==> src/rtl/ps2_rx_fifo.sv <==
// PS/2 keyboard receiver with event FIFO.
// Synchronises and glitch-filters the PS/2 lines on a divided sample tick,
// frames 11-bit packets, folds E0/F0 prefixes into one key event and queues
// events behind a VALID/READY interface.
module ps2_rx_fifo #(
  parameter int CLK_DIV    = 250,
  parameter int FILTER_LEN = 4,
  parameter int TIMEOUT    = 4000,
  parameter int FIFO_DEPTH = 8,
  parameter int AW         = $clog2(FIFO_DEPTH)
) (
  input  logic          CLK,
  input  logic          RST,
  input  logic          PS2_CLK,
  input  logic          PS2_DATA,
  output logic [7:0]    KEY_CODE,
  output logic          KEY_EXT,
  output logic          KEY_BRK,
  output logic          VALID,
  input  logic          READY,
  output logic          FRAME_ERR,
  output logic          OVERFLOW,
  output logic [AW:0]   LEVEL
);

  localparam int DIV_W = (CLK_DIV > 1) ? $clog2(CLK_DIV) : 1;
  localparam logic [DIV_W-1:0] DIV_LAST = DIV_W'(CLK_DIV - 1);
  localparam int TO_W = $clog2(TIMEOUT + 1);
  localparam logic [TO_W-1:0] TO_LAST = TO_W'(TIMEOUT - 1);
  localparam logic [3:0] RUN_LAST = 4'(FILTER_LEN - 1);
  localparam int LW = AW + 1;
  localparam logic [AW:0] FULL_LVL = LW'(FIFO_DEPTH);
  localparam logic [7:0] CODE_EXT = 8'hE0;
  localparam logic [7:0] CODE_BRK = 8'hF0;

  typedef enum logic [1:0] {
    IDLE  = 2'd0,
    SHIFT = 2'd1,
    CHECK = 2'd2
  } state_t;

  // ---------------------------------------------------------------------
  // Input synchronisers (idle bus level is high)
  // ---------------------------------------------------------------------
  logic clk_s1_q, clk_s2_q;
  logic dat_s1_q, dat_s2_q;

  // Two-flop synchronisers on both PS/2 lines.
  always_ff @(posedge CLK) begin
    if (RST) begin
      clk_s1_q <= 1'b1;
      clk_s2_q <= 1'b1;
      dat_s1_q <= 1'b1;
      dat_s2_q <= 1'b1;
    end else begin
      clk_s1_q <= PS2_CLK;
      clk_s2_q <= clk_s1_q;
      dat_s1_q <= PS2_DATA;
      dat_s2_q <= dat_s1_q;
    end
  end

  // ---------------------------------------------------------------------
  // Sample tick divider
  // ---------------------------------------------------------------------
  logic [DIV_W-1:0] div_q;
  logic             tick;

  assign tick = (div_q == DIV_LAST);

  // Free-running divider; tick is high on its last count.
  always_ff @(posedge CLK) begin
    if (RST) begin
      div_q <= '0;
    end else if (tick) begin
      div_q <= '0;
    end else begin
      div_q <= div_q + DIV_W'(1);
    end
  end

  // ---------------------------------------------------------------------
  // PS2_CLK run-length filter
  // ---------------------------------------------------------------------
  logic       filt_q, filt_d;
  logic [3:0] run_q, run_d;
  logic       fall;

  // The filtered level only moves after FILTER_LEN consecutive differing ticks.
  always_comb begin
    filt_d = filt_q;
    run_d  = run_q;
    if (tick) begin
      if (clk_s2_q != filt_q) begin
        if (run_q == RUN_LAST) begin
          filt_d = clk_s2_q;
          run_d  = '0;
        end else begin
          run_d = run_q + 4'd1;
        end
      end else begin
        run_d = '0;
      end
    end
  end

  // A fall can only happen on a tick, so data is sampled on that same tick.
  assign fall = filt_q & ~filt_d;

  // Filter state registers.
  always_ff @(posedge CLK) begin
    if (RST) begin
      filt_q <= 1'b1;
      run_q  <= '0;
    end else begin
      filt_q <= filt_d;
      run_q  <= run_d;
    end
  end

  // ---------------------------------------------------------------------
  // Frame FSM and prefix decoder
  // ---------------------------------------------------------------------
  state_t          state_q;
  logic [3:0]      bitcnt_q;
  logic [TO_W-1:0] tcnt_q;
  logic [9:0]      shift_q;   // {stop, parity, D7..D0} once complete
  logic            ext_q;
  logic            brk_q;
  logic            frame_err_q;

  logic       good_w;
  logic [7:0] byte_w;
  logic       push_w;
  logic [9:0] push_word;

  // Frame check and event generation during the single CHECK cycle.
  always_comb begin
    byte_w    = shift_q[7:0];
    good_w    = shift_q[9] & (^shift_q[8:0]);
    push_w    = (state_q == CHECK) && good_w &&
                (byte_w != CODE_EXT) && (byte_w != CODE_BRK);
    push_word = {ext_q, brk_q, byte_w};
  end

  // Receive FSM: start detect, bit shifting with timeout, check and prefix tracking.
  always_ff @(posedge CLK) begin
    if (RST) begin
      state_q     <= IDLE;
      bitcnt_q    <= '0;
      tcnt_q      <= '0;
      shift_q     <= '0;
      ext_q       <= 1'b0;
      brk_q       <= 1'b0;
      frame_err_q <= 1'b0;
    end else begin
      frame_err_q <= 1'b0;
      case (state_q)
        IDLE: begin
          if (fall && !dat_s2_q) begin
            state_q  <= SHIFT;
            bitcnt_q <= '0;
            tcnt_q   <= '0;
          end
        end
        SHIFT: begin
          if (fall) begin
            shift_q  <= {dat_s2_q, shift_q[9:1]};
            tcnt_q   <= '0;
            bitcnt_q <= bitcnt_q + 4'd1;
            if (bitcnt_q == 4'd9) begin
              state_q <= CHECK;
            end
          end else if (tick) begin
            if (tcnt_q == TO_LAST) begin
              state_q     <= IDLE;
              frame_err_q <= 1'b1;
            end else begin
              tcnt_q <= tcnt_q + TO_W'(1);
            end
          end
        end
        CHECK: begin
          state_q <= IDLE;
          if (!good_w) begin
            frame_err_q <= 1'b1;
            ext_q       <= 1'b0;
            brk_q       <= 1'b0;
          end else if (byte_w == CODE_EXT) begin
            ext_q <= 1'b1;
          end else if (byte_w == CODE_BRK) begin
            brk_q <= 1'b1;
          end else begin
            ext_q <= 1'b0;
            brk_q <= 1'b0;
          end
        end
        default: state_q <= IDLE;
      endcase
    end
  end

  // ---------------------------------------------------------------------
  // Event FIFO
  // ---------------------------------------------------------------------
  logic [9:0]    mem_q [FIFO_DEPTH];
  logic [AW-1:0] wr_ptr_q;
  logic [AW-1:0] rd_ptr_q;
  logic [AW:0]   level_q;
  logic          overflow_q;

  logic       pop_w;
  logic       full_w;
  logic       wr_en_w;
  logic [9:0] head_w;

  // At full a simultaneous pop frees the slot being written, so both proceed.
  always_comb begin
    pop_w   = (level_q != '0) && READY;
    full_w  = (level_q == FULL_LVL);
    wr_en_w = push_w && (!full_w || pop_w);
    head_w  = mem_q[rd_ptr_q];
  end

  // Storage array write port.
  always_ff @(posedge CLK) begin
    if (wr_en_w) begin
      mem_q[wr_ptr_q] <= push_word;
    end
  end

  // Pointers, fill level and sticky overflow flag.
  always_ff @(posedge CLK) begin
    if (RST) begin
      wr_ptr_q   <= '0;
      rd_ptr_q   <= '0;
      level_q    <= '0;
      overflow_q <= 1'b0;
    end else begin
      if (wr_en_w) begin
        wr_ptr_q <= wr_ptr_q + AW'(1);
      end
      if (pop_w) begin
        rd_ptr_q <= rd_ptr_q + AW'(1);
      end
      if (wr_en_w && !pop_w) begin
        level_q <= level_q + LW'(1);
      end else if (!wr_en_w && pop_w) begin
        level_q <= level_q - LW'(1);
      end
      if (push_w && full_w && !pop_w) begin
        overflow_q <= 1'b1;
      end
    end
  end

  // Head entry is forced to zero while empty so stale array contents never leak.
  assign VALID     = (level_q != '0);
  assign KEY_CODE  = VALID ? head_w[7:0] : 8'h00;
  assign KEY_BRK   = VALID ? head_w[8]   : 1'b0;
  assign KEY_EXT   = VALID ? head_w[9]   : 1'b0;
  assign FRAME_ERR = frame_err_q;
  assign OVERFLOW  = overflow_q;
  assign LEVEL     = level_q;

endmodule

==> config.mk <==
export PLATFORM = sky130hd
export DESIGN_NAME = ps2_rx_fifo
export DESIGN_NICKNAME = d
export VERILOG_FILES = /design/src/rtl/ps2_rx_fifo.sv
export SDC_FILE = /design/constraint.sdc
export NUM_CORES = 1
export LEC_CHECK = 0
export CAP_MARGIN = 0
export CORE_ASPECT_RATIO = 1.1
export CORE_MARGIN = 4
export CORE_UTILIZATION = 60
export DETAILED_ROUTE_END_ITERATION = 6
export GPL_ROUTABILITY_DRIVEN = 0
export PLACE_DENSITY = 0.79
export SLEW_MARGIN = 30
export SYNTH_ARGS = -nofsm -noshare
export SYNTH_HDL_FRONTEND = slang
export SYNTH_SLANG_ARGS = --single-unit
==> constraint.sdc <==
create_clock -name CLK -period 3.5 [get_ports CLK]
set_input_delay 0.35 -clock CLK [delete_from_list [all_inputs] [get_ports CLK]]
set_output_delay 0.35 -clock CLK [all_outputs]
set_load 0.01 [all_outputs]
**Yosys cells after proc, flatten, opt, wreduce, memory -nomap -nowiden**

Memory sizes are Yosys's and may differ from the RTL's. A register that Yosys moved wholly into a read port is not among the register bits.
Cells that the tools add are included.

- Memories kept: 1
- RAM bits: 80
- Bits in registers: 59

- Reductions and logical operators: 27
- Multiplexer cells: 39
- Equality and inequality tests: 20
- Add/subtract/negate cells: 8
- Bitwise logic cells: 3

Memory list:

| memory | words | bits a word | rd ports | clocked after memory_dff | write ports | RTL line | source |
|---|---|---|---|---|---|---|---|
| mem_q | 8 | 10 | 1 | 1 | 1 | 206 | `logic [9:0] mem_q [FIFO_DEPTH];` |

Operators with widths:

| operator | count |
|---|---|
| $mux W12 | 4 |
| $eq A8 B8 Y1 const B | 3 |
| $mux W4 | 6 |
| $pmux W12 S2 | 1 |
| $mux W1 | 17 |
| $ne A8 B8 Y1 const B | 2 |
| $ne A3 B3 Y1 const B | 5 |
| $add A12 B1 Y12 const B | 1 |
| $add A4 B1 Y4 const B | 3 |
| $eq A12 B12 Y1 const B | 1 |
| $logic_and A1 B1 Y1 | 10 |
| $mux W2 | 5 |
| $reduce_xor A9 Y1 | 1 |
| $add A8 B1 Y8 const B | 1 |
| $eq A4 B4 Y1 const B | 2 |
| $mux W8 | 1 |
| $pmux W4 S2 | 1 |
| $reduce_and A4 Y1 | 2 |
| $add A3 B1 Y3 const B | 2 |
| $mux W3 | 2 |
| $ne A2 B2 Y1 const B | 3 |
| $reduce_and A2 Y1 | 3 |
| $eq A4 B2 Y1 const B | 1 |
| $logic_not A1 Y1 | 4 |
| other kinds (14) | 16 |

**Longest topological paths before layout**

Gate-level depths: netlist (run 1).

- Word-level depth: 10
- Gate-level depth with buffers: 13
- Depth with buffers taken out: 13

**Least setup slack after synthesis (run 1)**

Ideal clock, no wire load.

- Kind: flip-flop to flip-flop
- From: register shift_q[2]
- To: register level_q[3] (netlist: LEVEL[3])
- Path buffers: 0
- Setup slack: 0.270 ns
- Setup time: 0.070 ns
- Data required time: 3.430 ns
- Stages on the path, launching flop included: 14
- Arrival: 3.160 ns
- Cell sequence: dfxtp_1 -> inv_1 -> ha_1 -> xnor3_1 -> xnor2_1 -> nor4b_4 -> ha_1 -> inv_1 -> ha_1 -> a21o_1 -> a21oi_1 -> xnor2_1 -> or3_1 -> a21oi_1

- Cells in the longest elaborated chain, start to end: 9
- Elaborated cells between the ends (all ways): 13
- Classes of those cells: eq/ne: 2; mux: 1; bitwise: 1; reduce/logical: 9

RTL lines:

| item | RTL line | source |
|---|---|---|
| from (decl) | 127 | `logic [9:0] shift_q;` |
| from (signal assigned) | 168 | `shift_q <= {dat_s2_q, shift_q[9:1]};` |
| $reduce_xor A9 Y1 | 140 | `good_w = shift_q[9] & (^shift_q[8:0]);` |
| $and A1 B1 Y1 | 140 |  |
| $logic_and A1 B1 Y1 (2 in series) | 141 | `push_w = (state_q == CHECK) && good_w &&` |
| $logic_and A1 B1 Y1 (*) | 142 | `(byte_w != CODE_EXT) && (byte_w != CODE_BRK);` |
| $logic_and A1 B1 Y1 (*) | 221 | `wr_en_w = push_w && (!full_w \|\| pop_w);` |
| via wr_en_w | 214 | `logic wr_en_w;` |
| $logic_not A1 Y1 | 248 | `end else if (!wr_en_w && pop_w) begin` |
| $logic_and A1 B1 Y1 | 248 |  |
| $reduce_bool A2 Y1 (no line) | - |  |
| to (signal assigned) | 247 | `level_q <= level_q + LW'(1);` |
| to (signal assigned) | 249 | `level_q <= level_q - LW'(1);` |
| to (decl) | 209 | `logic [AW:0] level_q;` |

The timed path passes the listed nets; every way through them passes the cells marked *.
A chain may end at the register's enable or synchronous reset.

**Final worst setup path (run 1)**

- From: register shift_q[0]
- To: register level_q[3] (netlist: LEVEL[3])

The elaborated chain is that of the path after synthesis.

==> flow_metrics.env, run 1 <==
export IMPL_gr_total_overflow=0
export IMPL_tightest_slew_ps=949
export IMPL_syn_to_final_growth_pct=17.3
export IMPL_final_util=0.721
export IMPL_postCtsSetupBuffers=0
export IMPL_cts_resized=0
export IMPL_setup_tns_ps=0
export IMPL_die_h_um=113
export IMPL_layout_drive_gt1_share=0.154
export IMPL_fin_crit_ps=3280
export IMPL_synth_top_cell_area_share=0.397
export IMPL_antenna_found_initial=0
export IMPL_ant_nets=0
export IMPL_coreArea_um2=9840
export IMPL_io_pins=22
export IMPL_synthTopCellsByArea="edfxtp_1 (40%), dfxtp_1 (21%), mux4_2 (7.4%)"
export IMPL_finalCritPeriodShare=0.937
export IMPL_power_w=0.00450
export IMPL_first_iter_violations=260
export IMPL_cp_end_kind="flop"
export IMPL_maxCapViolCount=0
export IMPL_setup_viol=0
export IMPL_grt_pass1_wl_um=19400
export IMPL_synthFlopType="edfxtp_1"
export IMPL_drtPass1Iterations=4
export IMPL_synth_cell_type_count=49
export IMPL_setup_ws_ps=222
export IMPL_clock_sinks=142
export IMPL_synth_commonest_cells="edfxtp_1 (80), dfxtp_1 (62), nor2_1 (41)"
export IMPL_syn_avg_cell_area_um2=12.8
export IMPL_power_leakage_nw=2.39
export IMPL_outcome="completed"
export IMPL_powerDensity_nw_per_um2=634
export IMPL_die_area_um2=11800
export IMPL_yosysMostFrequentCell="edfxtp_1"
export IMPL_vias=3832
export IMPL_fmax_mhz=305
export IMPL_cts_tree="yes"
export IMPL_nNetsFinal=539
export IMPL_htreeDepth=4
export IMPL_fin_skew_ps=6.58
export IMPL_start_kind="flop"
export IMPL_crit_type="flop to flop"
export IMPL_drc=0
export IMPL_clock_root_buffer="clkbuf_8"
export IMPL_relSlewSlack=0.367
export IMPL_hold_viol=0
export IMPL_nFillCells=663
export IMPL_die_x_um=104
export IMPL_cts_buffers=17
export IMPL_grt_start_max_net_pins=51
export IMPL_clk_latency_ps=520
export IMPL_ys_seq_area_frac=0.602
export IMPL_finalMaxSlewViolations=0
export IMPL_dp_worst_setup_slack_ps=139
export IMPL_crit_path_max_fanout=10
export IMPL_initial_core_util=0.615
export IMPL_ir_drop_uv=339
export IMPL_cp_required_ps=3940
export IMPL_hold_buffers=0
export IMPL_grt_pass1_vias=3880
export IMPL_cts_buffer_depth=2
export IMPL_yosys_warnings=0
export IMPL_grtUsageTotal=0.214
export IMPL_ys_ff_latch=142
export IMPL_port_buffers=21
export IMPL_std_cell_rows=38
export IMPL_path_clk_slew_ps=60
export IMPL_rsz0062_at_grt="no"
export IMPL_arrival_ps=3720
export IMPL_synth_edff_count=80
export IMPL_hold_class="input port to flop"
export IMPL_syn_area_um2=6050
export IMPL_synth_async_reset_ratio=0
export IMPL_routedWlPerCell_um=17.7
export IMPL_yosysTopAreaCell="edfxtp_1"
export IMPL_postSynthCellCount=474
export IMPL_diodes=0
export IMPL_hpwl_um=7290
export IMPL_synth_net_count=499
export IMPL_postRouteWirelength_um=11400
export IMPL_avgViaCountPerCell=5.92
## cell families (layout without fill, tap and decap cells)
family,count (synthesis),count (layout),share of synthesized area
flops,142,142,0.602
xor+xnor,20,20,0.0312
simple gates,160,160,0.141
compound gates,64,64,0.0641
fa+ha+maj,20,20,0.0426
mux,33,33,0.0960
buf+inv,35,88,0.0232
## final cells by class
| type | count | area (µm²) | share of cell area |
|---|---|---|---|
| Multi-Input combinational cell | 297 | 2270 | 0.320 |
| Clock inverter | 11 | 160 | 0.0226 |
| Timing Repair Buffer | 40 | 348 | 0.0490 |
| Tap cell | 120 | 150 | 0.0212 |
| Sequential cell | 142 | 3650 | 0.514 |
| Inverter | 16 | 60.1 | 0.00846 |
| Clock buffer | 21 | 460 | 0.0649 |
## flip-flops by register name, summed over array words and instances, names as in the netlist, 2 cells and up, named ones only
register / flops
bitcnt_q: 4
LEVEL: 4
rd_ptr_q: 3
shift_q: 10
mem_q: 80
div_q: 8
run_q: 4
wr_ptr_q: 3
state_q: 2
tcnt_q: 12
## metrics by stage
step                instances  area, µm²  hold slack (ps)
CTS                       647       7090              366
detailed placement        615       6470              397
global placement          615       6470              395
global route              647       7100              370
finish                    647       7100              388
floorplan                 474       6050              389
## critical path, cell delays in order (launching register included)
cell	delay [ps]
dfxtp_1	520
inv_1	80
ha_1	310
xnor3_1	230
xnor2_1	220
nor4b_4	320
ha_1	240
inv_1	90
ha_1	280
a21o_1	180
a21oi_1	160
xnor2_1	90
or3_1	320
a21oi_1	160
## report_power, final
part	internal, W	total [W]	switching [W]
Clock	0.00121	0.00185	0.000638
Combinational	0.000440	0.000822	0.000383
Sequential	0.00178	0.00183	0.0000435
## worst paths after layout
kind / startpoint / slack (ps) / cells after the start / endpoint
min: PS2_DATA / 390 / 2 / dat_s1_q
max reg2reg: shift_q[0] / 220 / 13 / LEVEL[3]
max: shift_q[0] / 220 / 13 / LEVEL[3]
min reg2reg: dat_s1_q / 410 / 1 / dat_s2_q
## routing by layer
metal	global-route usage	vias to the layer above	routed length, µm
met5	0	-	0
met4	0.0523	0	102
met2	0.385	89	6100
met1	0.247	1886	4700
met3	0.0730	9	540
li1	-	1848	-
## placed cells by master, fill, tap and decap left out, drive strengths merged, types with 5 or more instances in the layout
master          n
a21oi          35
buf            20
clkbuf         21
clkdlybuf4s50  20
clkinv          6
dfxtp          62
edfxtp         80
ha             19
inv            17
mux2i          13
mux4           20
nand2          28
nand2b         11
nand3          24
nor2           41
nor3           11
o21ai          11
or2             5
or3             8
or4             6
xnor2          10
xor2            9
(Power assumes the default switching activity.)
==> run 2: changes to the inputs <==
CORE_MARGIN = default   (was 4)
==> run 2 against run 1 <==
Wire length up 6.0%; largest power group is now sequential cells; clock power down 3%; critical path depth unchanged; register-to-register slack about the same; the flow now finishes with violations (design-rule violations); final area down 0.35%.
==> flow_metrics.env, run 2 (same netlist as run 1, synthesis figures left out) <==
export IMPL_cp_num_cells=13
export IMPL_antenna_found_initial=0
export IMPL_relSlewSlack=0.415
export IMPL_rsz0062_at_grt="no"
export IMPL_top_regs="mem_q: 80 flops, tcnt_q: 12 flops, shift_q: 10 flops"
export IMPL_std_cell_rows=38
export IMPL_htreeDepth=4
export IMPL_path_clk_slew_ps=60
export IMPL_initial_core_util=0.615
export IMPL_power_leakage_nw=2.37
export IMPL_fmax_mhz=304
export IMPL_crit_chain="inv_1, ha_1, xnor3_1, xnor2_1, nor4b_4, ha_1, inv_1, ha_1, a21o_1, a21oi_1, xnor2_1, or3_1, a21oi_1"
export IMPL_finalMaxSlewViolations=0
export IMPL_setup_tns_ps=0
export IMPL_drtPass1Iterations=7
export IMPL_hold_class="input port to flop"
export IMPL_grtUsageMet3=0.0584
export IMPL_dp_worst_setup_slack_ps=174
export IMPL_layout_drive_gt1_share=0.154
export IMPL_cpMostUsedCell="ha_1"
export IMPL_switching_power_w=0.00109
export IMPL_tightest_slew_ps=877
export IMPL_setup_viol=0
export IMPL_p_sw_frac=0.245
export IMPL_top_usage_layer="met2"
export IMPL_start_kind="flop"
export IMPL_cts_tree="yes"
export IMPL_clock_root_buffer="clkbuf_8"
export IMPL_avgViaCountPerCell=6.04
export IMPL_crit_type="flop to flop"
export IMPL_dpl_cell_area_um2=6480
export IMPL_nFillCells=687
export IMPL_finalCritPeriodShare=0.940
export IMPL_p_comb_frac=0.186
export IMPL_io_pins=22
export IMPL_drc=2
export IMPL_port_buffers=21
export IMPL_largest_reg_flops=80
export IMPL_cts_buffers=17
export IMPL_slowest_delay_ps=440
export IMPL_die_area_um2=10500
export IMPL_die_x_um=97.7
export IMPL_crit_path_max_fanout=11
export IMPL_clock_sinks=142
export IMPL_setup_ws_ps=212
export IMPL_hold_slack_ps=390
export IMPL_hold_viol=0
export IMPL_p_int_w=0.00336
export IMPL_hold_buffers=0
export IMPL_grt_pass1_wl_um=19700
export IMPL_met2_usage=0.452
export IMPL_grt_pass1_vias=3919
export IMPL_cpLargestDelayFamily="XOR/XNOR gates"
export IMPL_grtUsageTotal=0.252
export IMPL_outcome="finished, violations left"
export IMPL_grt_start_max_net_pins=31
export IMPL_hpwl_um=7280
export IMPL_use_met1=0.286
export IMPL_clk_latency_ps=520
export IMPL_diodes=0
export IMPL_violations="design-rule violations"
export IMPL_gr_total_overflow=0
export IMPL_nNetsFinal=540
export IMPL_postRouteWirelength_um=12100
export IMPL_hold_start="PS2_CLK"
export IMPL_layout_common_cells="edfxtp_1 (80), dfxtp_1 (60), nor2_1 (41), a21oi_1 (35), nand2_1 (28)"
export IMPL_syn_to_final_growth_pct=16.9
export IMPL_clkPwrFrac=0.403
export IMPL_routedWlPerCell_um=18.7
export IMPL_top_register="mem_q"
export IMPL_min_path_cells=2
export IMPL_final_util=0.719
export IMPL_coreArea_um2=9840
export IMPL_maxCapViolCount=0
export IMPL_r2r_start="shift_q[3]"
export IMPL_ant_nets=0
export IMPL_fin_crit_ps=3290
export IMPL_cts_resized=0
export IMPL_fin_skew_ps=11.7
export IMPL_cp_end_kind="flop"
export IMPL_cp_required_ps=3950
export IMPL_worst_setup_path_startpoint="shift_q[3]"
export IMPL_r2r_cells=13
export IMPL_first_iter_violations=206
export IMPL_cts_buffer_depth=2
export IMPL_postCtsSetupBuffers=0
export IMPL_power_frac_seq=0.411
export IMPL_vias=3908
export IMPL_powerDensity_nw_per_um2=630
export IMPL_crit_buf_inv=2
export IMPL_final_common_cell="edfxtp_1"
export IMPL_finish_instance_area_um2=7070
export IMPL_die_h_um=107
export IMPL_cp_slowest_cell="xnor2_1"
export IMPL_ir_drop_uv=320
export IMPL_arrival_ps=3740
==> run 2: changes by cell type in the layout (fill, tap and decap cells not counted), sizes merged <==
cell,change
clkbuf,-3
clkinvlp,+2
clkinv,+1
==> run 2: metrics by stage <==
stage | total power, W | cells
floorplan | 0.00235 | 474
global placement | 0.00267 | 616
detailed placement | 0.00269 | 616
CTS | 0.00449 | 647
global route | 0.00462 | 647
finish | 0.00445 | 647
==> run 2: per-layer routing <==
layer  vias up  wire length [µm]
met4         0               235
met5         -                 0
met2       101              6650
li1       1843                 -
met1      1944              4750
met3        20               496
==> run 2: worst paths after layout <==
kind	end	slack [ps]
worst max-delay path	LEVEL[3]	210
worst min-delay path	clk_s1_q	390
worst max register to register	LEVEL[3]	210
worst min register to register	clk_s2_q	410
==> run 2: area by class of cell <==
class / instances / area (µm²) / share of cell area
Inverter: 16 / 60.1 / 0.00849
Multi-Input combinational cell: 297 / 2270 / 0.321
Clock buffer: 17 / 414 / 0.0586
Timing Repair Buffer: 41 / 355 / 0.0502
Clock inverter: 14 / 174 / 0.0246
Tap cell: 120 / 150 / 0.0212
Sequential cell: 142 / 3650 / 0.516
==> run 2: power by group through the flow <==
stage	sequential [W]	combinational, W	clock [W]
floorplan	0.00186	0.000494	0
global placement	0.00186	0.000812	0
detailed placement	0.00186	0.000830	0
CTS	0.00183	0.000839	0.00182
global route	0.00183	0.000897	0.00189
finish	0.00183	0.000827	0.00180
==> run 3: changes to the inputs <==
SKIP_CTS_REPAIR_TIMING = 1   (was default)
==> results of run 3 <==
Same layout as run 2: the final DEF is identical, and so are final timing and power.
